<file path="src/rtl/mem_axi_pkg.sv">
// Shared AXI read-side definitions for the memory responder: burst and response codes,
// line geometry and the responder FSM state type.
package mem_axi_pkg;

   typedef enum logic [1:0] {
      BURST_FIXED = 2'b00,
      BURST_INCR  = 2'b01,
      BURST_WRAP  = 2'b10
   } burst_e;

   localparam logic [1:0] RESP_OKAY   = 2'b00;
   localparam logic [1:0] RESP_SLVERR = 2'b10;

   localparam int BEATS_PER_LINE = 8;
   localparam int LINE_BYTES     = 64;
   localparam int BEAT_W         = 64;
   localparam int LINE_W         = BEATS_PER_LINE * BEAT_W;

   typedef enum logic [1:0] {
      IDLE,
      LOAD,
      SEND
   } rd_state_e;

   // Only full-line 64-bit WRAP bursts map onto the line buffer.
   function automatic logic is_legal_req(input logic [3:0] len, input logic [2:0] size,
                                         input logic [1:0] burst);
      return (len == 4'd7) && (size == 3'd3) && (burst == BURST_WRAP);
   endfunction

endpackage

</file>
<file path="src/rtl/mem_ar_fifo.sv">
// Small synchronous FIFO for queued AR requests; full/empty come straight from flops
// so the AR ready path has no combinational dependence on the pop side.
module mem_ar_fifo #(
   parameter int DEPTH = 4,
   parameter int WIDTH = 8
) (
   input  logic             clk,
   input  logic             rst_n,
   input  logic             push_i,
   input  logic [WIDTH-1:0] wdata_i,
   input  logic             pop_i,
   output logic [WIDTH-1:0] rdata_o,
   output logic             full_o,
   output logic             empty_o
);

   localparam int AW = $clog2(DEPTH);
   localparam logic [AW-1:0] PTR_ONE  = 1;
   localparam logic [AW:0]   CNT_ONE  = 1;
   localparam logic [AW:0]   CNT_FULL = (AW+1)'(DEPTH);

   logic [WIDTH-1:0] mem_q [DEPTH];
   logic [AW-1:0]    wptr_q, wptr_d;
   logic [AW-1:0]    rptr_q, rptr_d;
   logic [AW:0]      count_q, count_d;
   logic             full_q, full_d;
   logic             empty_q, empty_d;
   logic             do_push, do_pop;

   always_comb begin
      do_push = push_i && !full_q;
      do_pop  = pop_i && !empty_q;
      wptr_d  = wptr_q;
      rptr_d  = rptr_q;
      count_d = count_q;
      if (do_push) begin
         wptr_d = wptr_q + PTR_ONE;
      end
      if (do_pop) begin
         rptr_d = rptr_q + PTR_ONE;
      end
      if (do_push && !do_pop) begin
         count_d = count_q + CNT_ONE;
      end else if (!do_push && do_pop) begin
         count_d = count_q - CNT_ONE;
      end
      full_d  = (count_d == CNT_FULL);
      empty_d = (count_d == '0);
   end

   always_ff @(posedge clk) begin
      if (!rst_n) begin
         wptr_q  <= '0;
         rptr_q  <= '0;
         count_q <= '0;
         full_q  <= 1'b0;
         empty_q <= 1'b1;
      end else begin
         wptr_q  <= wptr_d;
         rptr_q  <= rptr_d;
         count_q <= count_d;
         full_q  <= full_d;
         empty_q <= empty_d;
      end
   end

   always_ff @(posedge clk) begin
      if (do_push) begin
         mem_q[wptr_q] <= wdata_i;
      end
   end

   assign rdata_o = mem_q[rptr_q];
   assign full_o  = full_q;
   assign empty_o = empty_q;

endmodule

</file>
<file path="src/rtl/mem_rd_burst_responder.sv">
// AXI R-channel responder: queues AR requests, reads one 64-byte line per request and
// returns it as 8 WRAP-ordered beats from the critical word; unsupported shapes get SLVERR.
module mem_rd_burst_responder
   import mem_axi_pkg::*;
#(
   parameter int AR_FIFO_DEPTH = 4,
   parameter int ID_W          = 4
) (
   input  logic              clk,
   input  logic              rst_n,
   input  logic              arvalid_i,
   output logic              arready_o,
   input  logic [31:0]       araddr_i,
   input  logic [ID_W-1:0]   arid_i,
   input  logic [3:0]        arlen_i,
   input  logic [2:0]        arsize_i,
   input  logic [1:0]        arburst_i,
   output logic              rvalid_o,
   input  logic              rready_i,
   output logic [63:0]       rdata_o,
   output logic [1:0]        rresp_o,
   output logic [ID_W-1:0]   rid_o,
   output logic              rlast_o,
   output logic              line_rden_o,
   output logic [25:0]       line_raddr_o,
   input  logic [LINE_W-1:0] line_rdata_i
);

   // Queue entry: {addr[31:3], id, len, legal}; byte-lane bits never affect a 64-bit beat.
   localparam int ENTRY_W = 29 + ID_W + 4 + 1;

   logic [ENTRY_W-1:0] push_entry;
   logic [ENTRY_W-1:0] head_entry;
   logic               fifo_full;
   logic               fifo_empty;
   logic               fifo_pop;
   logic [28:0]        head_addr;
   logic [ID_W-1:0]    head_id;
   logic [3:0]         head_len;
   logic               head_legal;
   logic               unused_addr_lsb;

   rd_state_e          state_q, state_d;
   logic [2:0]         off_q, off_d;
   logic [ID_W-1:0]    id_q, id_d;
   logic [3:0]         len_q, len_d;
   logic               err_q, err_d;
   logic [3:0]         cnt_q, cnt_d;
   logic [LINE_W-1:0]  line_q, line_d;
   logic [2:0]         beat_idx;
   logic               is_last;
   logic [BEAT_W-1:0]  line_words [BEATS_PER_LINE];

   assign unused_addr_lsb = ^araddr_i[2:0];
   assign push_entry = {araddr_i[31:3], arid_i, arlen_i,
                        is_legal_req(arlen_i, arsize_i, arburst_i)};

   mem_ar_fifo #(
      .DEPTH (AR_FIFO_DEPTH),
      .WIDTH (ENTRY_W)
   ) u_ar_fifo (
      .clk     (clk),
      .rst_n   (rst_n),
      .push_i  (arvalid_i),
      .wdata_i (push_entry),
      .pop_i   (fifo_pop),
      .rdata_o (head_entry),
      .full_o  (fifo_full),
      .empty_o (fifo_empty)
   );

   assign arready_o  = !fifo_full;
   assign head_addr  = head_entry[ENTRY_W-1 -: 29];
   assign head_id    = head_entry[ID_W+4:5];
   assign head_len   = head_entry[4:1];
   assign head_legal = head_entry[0];

   for (genvar gi = 0; gi < BEATS_PER_LINE; gi++) begin : g_words
      assign line_words[gi] = line_q[gi*BEAT_W +: BEAT_W];
   end

   always_comb begin
      state_d      = state_q;
      off_d        = off_q;
      id_d         = id_q;
      len_d        = len_q;
      err_d        = err_q;
      cnt_d        = cnt_q;
      line_d       = line_q;
      fifo_pop     = 1'b0;
      line_rden_o  = 1'b0;
      line_raddr_o = head_addr[28:3];
      rvalid_o     = 1'b0;
      rdata_o      = '0;
      rresp_o      = RESP_OKAY;
      rid_o        = '0;
      rlast_o      = 1'b0;
      beat_idx     = off_q + cnt_q[2:0];
      is_last      = (cnt_q == len_q);

      case (state_q)
         IDLE: begin
            if (!fifo_empty) begin
               fifo_pop = 1'b1;
               off_d    = head_addr[2:0];
               id_d     = head_id;
               len_d    = head_len;
               err_d    = !head_legal;
               cnt_d    = '0;
               if (head_legal) begin
                  line_rden_o = 1'b1;
                  state_d     = LOAD;
               end else begin
                  state_d     = SEND;
               end
            end
         end
         LOAD: begin
            line_d  = line_rdata_i;
            cnt_d   = '0;
            state_d = SEND;
         end
         SEND: begin
            // All beat outputs derive from flops, so they hold while the receiver stalls.
            rvalid_o = 1'b1;
            rid_o    = id_q;
            rlast_o  = is_last;
            if (err_q) begin
               rresp_o = RESP_SLVERR;
            end else begin
               rdata_o = line_words[beat_idx];
            end
            if (rready_i) begin
               cnt_d = cnt_q + 4'd1;
               if (is_last) begin
                  state_d = IDLE;
               end
            end
         end
         default: begin
            state_d = IDLE;
         end
      endcase
   end

   always_ff @(posedge clk) begin
      if (!rst_n) begin
         state_q <= IDLE;
         off_q   <= '0;
         id_q    <= '0;
         len_q   <= '0;
         err_q   <= 1'b0;
         cnt_q   <= '0;
      end else begin
         state_q <= state_d;
         off_q   <= off_d;
         id_q    <= id_d;
         len_q   <= len_d;
         err_q   <= err_d;
         cnt_q   <= cnt_d;
      end
   end

   always_ff @(posedge clk) begin
      line_q <= line_d;
   end

endmodule

</file>
<file path="config.mk">
export PLATFORM = sky130hd
export DESIGN_NAME = mem_rd_burst_responder
export DESIGN_NICKNAME = d
export VERILOG_FILES = /design/src/rtl/mem_axi_pkg.sv /design/src/rtl/mem_ar_fifo.sv /design/src/rtl/mem_rd_burst_responder.sv
export SDC_FILE = /design/constraint.sdc
export NUM_CORES = 1
export LEC_CHECK = 0
export CORE_MARGIN = 10
export CORE_UTILIZATION = 25
export CTS_BUF_LIST = sky130_fd_sc_hd__clkbuf_16
export DETAILED_ROUTE_END_ITERATION = 8
export HOLD_SLACK_MARGIN = 0.06
export MAX_ROUTING_LAYER = met4
export RECOVER_POWER = 100
export SLEW_MARGIN = 30
export SYNTH_ARGS = -nofsm -noshare
export SYNTH_HDL_FRONTEND = slang
export SYNTH_SLANG_ARGS = --single-unit
</file>
<file path="constraint.sdc">
create_clock -name clk -period 13.48 [get_ports clk]
set_input_delay 1.348 -clock clk [delete_from_list [all_inputs] [get_ports clk]]
set_output_delay 1.348 -clock clk [all_outputs]
set_load 0.1 [all_outputs]
</file>
; ---- Word-level counts from Yosys, hierarchy flattened
; Memories as Yosys holds them, arrays and structs flattened. A register that Yosys moved wholly into a read port is not among the register bits.
; Cells that the tools add are included.
[word_totals]
reg_bits = 539
memories = 1
ramBits = 152
elab_cells = 78
output_inout_bits = 100
in_bits = 561
[mem_list]
columns = name, depth, word_bits, read_ports, rd_ports_with_merged_regs, write_ports, line_no
row1 = u_ar_fifo.mem_q, 4, 38, 1, 1, 1, mem_ar_fifo.sv:22  ; logic [WIDTH-1:0] mem_q [DEPTH];
[op_classes]
n_lt_le_gt_ge = 1
n_eq_ne = 10
muxes = 29
n_bitwise = 2
addsub = 6
reduce_logical = 17
[ops]
columns = op, count
row1 = 64-bit 2-to-1 mux, 4
row2 = 64-bit binary-select mux with 3-bit select, 1
row3 = 2-bit 2-to-1 mux, 8
row4 = 4-bit 2-to-1 mux, 3
row5 = 4-bit case mux with 3 select lines, 1
row6 = 1-bit 2-to-1 mux, 9
row7 = 1-bit logical AND, 6
row8 = 3-bit 2-to-1 mux, 2
row9 = 2-bit inequality test (second input constant), 3
row10 = 2-bit case mux with 3 select lines, 1
row11 = 3-bit AND reduction, 2
row12 = 1-bit logical NOT, 5
row13 = 2-bit by 1-bit adder with 2-bit output (second input constant), 2
row14 = 4-bit by 1-bit adder with 4-bit output (second input constant), 1
row15 = 2-bit equality test (second input constant), 2
row16 = 4-bit by 3-bit equality test with 1-bit output (second input constant), 1
row17 = 4-bit equality test, 1
row18 = 4-bit >= comparator (second input constant), 1
row19 = 3-bit inverter with 4-bit output, 1
row20 = 3-bit by 1-bit adder with 3-bit output (second input constant), 1
row21 = 3-bit adder, 1
row22 = 3-bit by 2-bit equality test with 1-bit output (second input constant), 1
row23 = 3-bit equality test (second input constant), 1
row24 = 3-bit logical NOT, 1
row25 = other kinds (6), 6

; ---- Logic depth before layout (Yosys ltp)
[logic_depth]
ltp_word = 7
depth_mapped = 8
mapped_depth_nobuf = 7

; ---- Modules after synthesis
; Synthesis repeated with hierarchy kept, for this count alone.
[unflattened]
cells_unflattened = 1257
area_unflattened_um2 = 26456.6
[by_module_without_submodules]
columns = module, cells_each, area_per_inst_um2, seq_area_each_um2, instances
row1 = mem_rd_burst_responder, 992, 20319.5, 15735.1, 1
row2 = mem_ar_fifo, 265, 6137.1, 4784.6, 1

; ---- Worst setup path after synthesis
; No wires, ideal clock.
[synth_timing]
kind = reg-to-reg
start = register state_q[0]
end = register line_q[0], enable pin
arrival_ns = 11.202
synth_period_minus_slack_ns = 12.107
required_time_ns = 12.575
n_path_buf = 0
slack_ns = 1.373
path_stages_with_launch = 2
setup_time_ns = 0.905
cell_sequence = dfxtp_1 -> and2b_1
[synth_between]
elab_chain_cells = 1
[synth_rtl]
columns = item, line_no
row1 = start: declaration, mem_rd_burst_responder.sv:43  ; rd_state_e state_q, state_d;
row2 = start signal: assignment, mem_rd_burst_responder.sv:155  ; state_q <= state_d;
row3 = 2-bit by 1-bit equality test with 1-bit output, mem_rd_burst_responder.sv:101  ; case (state_q)
row4 = end signal: assignment, mem_rd_burst_responder.sv:165  ; line_q <= line_d;
row5 = end: declaration, mem_rd_burst_responder.sv:49  ; logic [LINE_W-1:0] line_q, line_d;
; No other way between the ends.
; A chain may end at the register's enable or synchronous reset.

; ---- Final worst setup path
[layout_timing]
start = register cnt_q[0]
end = output port rdata_o[4]
[layout_between]
elab_chain_cells = 7
[layout_rtl]
columns = item, line_no
row1 = start: declaration, mem_rd_burst_responder.sv:48  ; logic [3:0] cnt_q, cnt_d;
row2 = start signal: assignment, mem_rd_burst_responder.sv:160  ; cnt_q <= cnt_d;
row3 = 3-bit adder, mem_rd_burst_responder.sv:98  ; beat_idx = off_q + cnt_q[2:0];
row4 = 3-bit inverter with 4-bit output (implied by the code), mem_rd_burst_responder.sv:131  ; rdata_o = line_words[beat_idx];
row5 = 64-bit binary-select mux with 3-bit select, mem_rd_burst_responder.sv:131
row6 = 64-bit 2-to-1 mux (implied by the code) (2 in series), mem_rd_burst_responder.sv:131
row7 = 64-bit 2-to-1 mux, mem_rd_burst_responder.sv:128  ; if (err_q) begin
row8 = 64-bit 2-to-1 mux, mem_rd_burst_responder.sv:101
row9 = end: declaration, mem_rd_burst_responder.sv:20  ; output logic [63:0] rdata_o,
; No other way between the ends. The select of a mux whose other input is x is not followed.

==> out/results.tsv <==
metric	value	unit
PortBufs	656	
final slew viol count	639	
Synth area leaders	edfxtp_1 75%, mux4_2 14%, nand2_1 2.2%	
die width	347	um
DRT Pass-1 Iters	5	
clock slew at reported path FFs	60	ps
drt wl/cell	23.8	um
worst-path cell chain	ha_4, inv_1, fa_4, clkbuf_1, clkbuf_1, mux4_2, nand2_1, a21oi_2, dlygate4sd3_1	
DRT met1 WL	32.1	mm
Final Cycle Share	70.1	%
RSZ-0062 raised after global routing	false	
Clock Skew	20.0	ps
CTS Hold Bufs	0	
Post-Place Cells	3257	
die area	120000	um^2
I/O pin cnt	661	
Post-synth EDFFs	664	
worst slew pin tran	5990	ps
CTS root buffer	clkbuf_16	
sequential area share after synthesis	76.8	%
post-CTS sizing	0	
first-pass GRT wire length	115	mm
Vias/cell	4.34	
CP startpoint kind	register	
post-synth top area share	74.6	%
most frequent cell after synthesis	edfxtp_1	
uppermost layer routed	met4	
status	finished, violations left	
clk sinks	693	
Nets	2518	
via count	15000	
PwrDens	199	nW/um^2
Area Overhead vs Synth	39.2	%
Worst R2R Setup Slack	4450	ps
cts bufs inserted	79	
final WL	82.4	mm
post-CTS setup buffers	0	
crit path DAT	8100	ps
hold path depth	2	
fill count	9902	
reg2reg path depth	3	
failing checks	capacitance limit, slew limit	
Max-Slew Margin vs Limit	-299	%
Final GP Congestion	0.865	
initial DRC count	1116	
crit path kind	reg2out	
Synth Flop Type	edfxtp_1	
Max Fclk	106	MHz
layout cells sized above 1	17.1	%
Hold Crit Class	reg2reg	
post-route ant nets	0	
GRT Overall Usage	13.6	%
Post-Syn Nets	1850	
post-layout min period	9440	ps
most used cell, CP	clkbuf_1	
post-synthesis register bit count	693	
antenna violations before repair	72	
final hold slack	467	ps
chip height	347	um
DP HPWL	59.6	mm
largest net degree at the start of global routing	184	
Max-Cap Viols	12	
worst path required time	12130	ps
slowest cell on the critical path	clkbuf_1	
met2 routed WL	40.1	mm
vias in the first global route	16200	
utilization after layout	35.2	%
crit-path leading delay family	buffers and inverters	
Post-Route Setup TNS	0	ps
worst reg2reg path startpoint	state_q[1]	
final setup vio count	0	
synthesized area	26700	um^2
Syn Inst Count	1280	
Non-Filler Instances	3459	
Largest stage delay, worst path	2250	ps
Yosys cell types	46	
Synth Warn #	0	
hold endpoint	id_q[0]	
worst path buffer plus inverter count	4	
Min-Delay Startpoint	id_q[0]	
H-tree depth	3	
Max VDD drop	0.000147	V
Reg2Reg Capture Point	line_q[137]	
crit path max fanout	44	
Clock Tree Buf Depth	3	
GRT overflow	0	
Site Rows	119	
core area	106000	um^2
DR DRC count	0	
Synth area leader	edfxtp_1	
Final Hold Fails	0	
TritonCTS clock tree	yes	
Initial Utilization	25.3	%
crit end category	output pin	
asr flop ratio synth	0	%
WP depth	9	
static leakage	12.2	nW
insertion delay to the later sink of the worst-skew pair	650	ps
met3 WL	7.40	mm
most frequent cells after synthesis	664 x edfxtp_1, 166 x mux4_2, 159 x nand2_1	
Mapped Avg Cell Area	20.9	um^2
-- layout by cell type (no fill, tap or decap), types with 3 or more instances in the layout --
cell type        count
dlygate4sd3_1      623
dfxtp_1             27
nor2b_1              4
edfxtp_1           664
o21ai_0              5
and3_1               3
diode_2             58
clkinv_2            10
nand2_1            159
clkinv_4             3
clkbuf_1            33
mux4_2             166
ha_1                 7
nor3_1               4
buf_4               10
a21oi_1             27
inv_1               24
clkinv_1            19
clkdlybuf4s50_1      5
a21oi_2             40
buf_2                3
and2_0               6
and2_1               8
or3_1                3
xnor2_1              8
clkinvlp_4           4
clkbuf_16           80
nor2_1               6
bufinv_16            8
a21boi_0            13
-- layout make-up --
type | count | area [um^2] | area share (%)
Antenna cell | 58 | 145 | 0.390
Clock buffer | 80 | 2000 | 5.38
Clock inverter | 63 | 599 | 1.61
Inverter | 11 | 41.3 | 0.111
Multi-Input combinational cell | 487 | 5620 | 15.1
Sequential cell | 693 | 20500 | 55.2
Tap cell | 1391 | 1740 | 4.68
Timing Repair Buffer | 676 | 6530 | 17.6
-- worst max path at each step --
stage / slack (ps) / to / startpoint
after floorplan: 1370 / line_q[0] / state_q[0]
after global placement: 7320 / rdata_o[6] / cnt_q[0]
after detailed placement: 7320 / rdata_o[4] / cnt_q[0]
after CTS: 6620 / rdata_o[4] / cnt_q[0]
after global routing: 3520 / rdata_o[4] / cnt_q[0]
final: 4040 / rdata_o[4] / cnt_q[0]
-- through the flow --
stage	area (um^2)	worst slack (ps)	total power, W
after CTS	37200	6620	0.00757
final	37200	4040	0.00741
after detailed placement	34600	7320	0.00541
after global placement	34700	7320	0.00539
after global routing	37200	3520	0.00773
after floorplan	26700	1370	0.00481
-- power by group --
part	leakage, nW	total (W)	switching, W	internal [W]
sequential	6.28	0.00279	0.0000868	0.00270
clock	1.31	0.00213	0.000887	0.00124
combinational	4.61	0.00249	0.00167	0.000814
total	12.2	0.00741	0.00265	0.00476
-- layer usage --
layer | global-route usage [%] | vias up
met3 | 5.08 | 165
li1 | - | 6548
met4 | 5.11 | 0
met2 | 21.6 | 726
met1 | 15.5 | 7574
met5 | - | -
-- tightest hold or removal path, cell delays in order (launching register included) --
cell	delay, ps
dfxtp_1	300
nand2_1	50
a21boi_0	60
-- sequential cells by signal (all words and copies together) (netlist names), named ones only --
signal / count
u_ar_fifo.full_o: 1
u_ar_fifo.mem_q: 152
line_q: 512
state_q: 2
off_q: 3
u_ar_fifo.rptr_q: 2
cnt_q: 4
id_q: 4
len_q: 4
err_q: 1
u_ar_fifo.count_q: 3
u_ar_fifo.empty_o: 1
u_ar_fifo.wptr_q: 2
-- cells by family (layout without fill, tap and decap cells) --
logic type / count (synthesis) / after routing / synth area share [%]
AO/OA/AOI/OAI: 94 / 94 / 2.59
XOR/XNOR: 11 / 11 / 0.571
flip-flops: 693 / 693 / 76.8
adder cells (fa/ha/maj): 9 / 9 / 0.450
other: 1 / 59 / 0.0140
AND/OR/NAND/NOR: 206 / 206 / 3.32
buffers and inverters: 100 / 830 / 2.28
multiplexers: 166 / 166 / 14.0
Power figures use the tool's default switching activity.
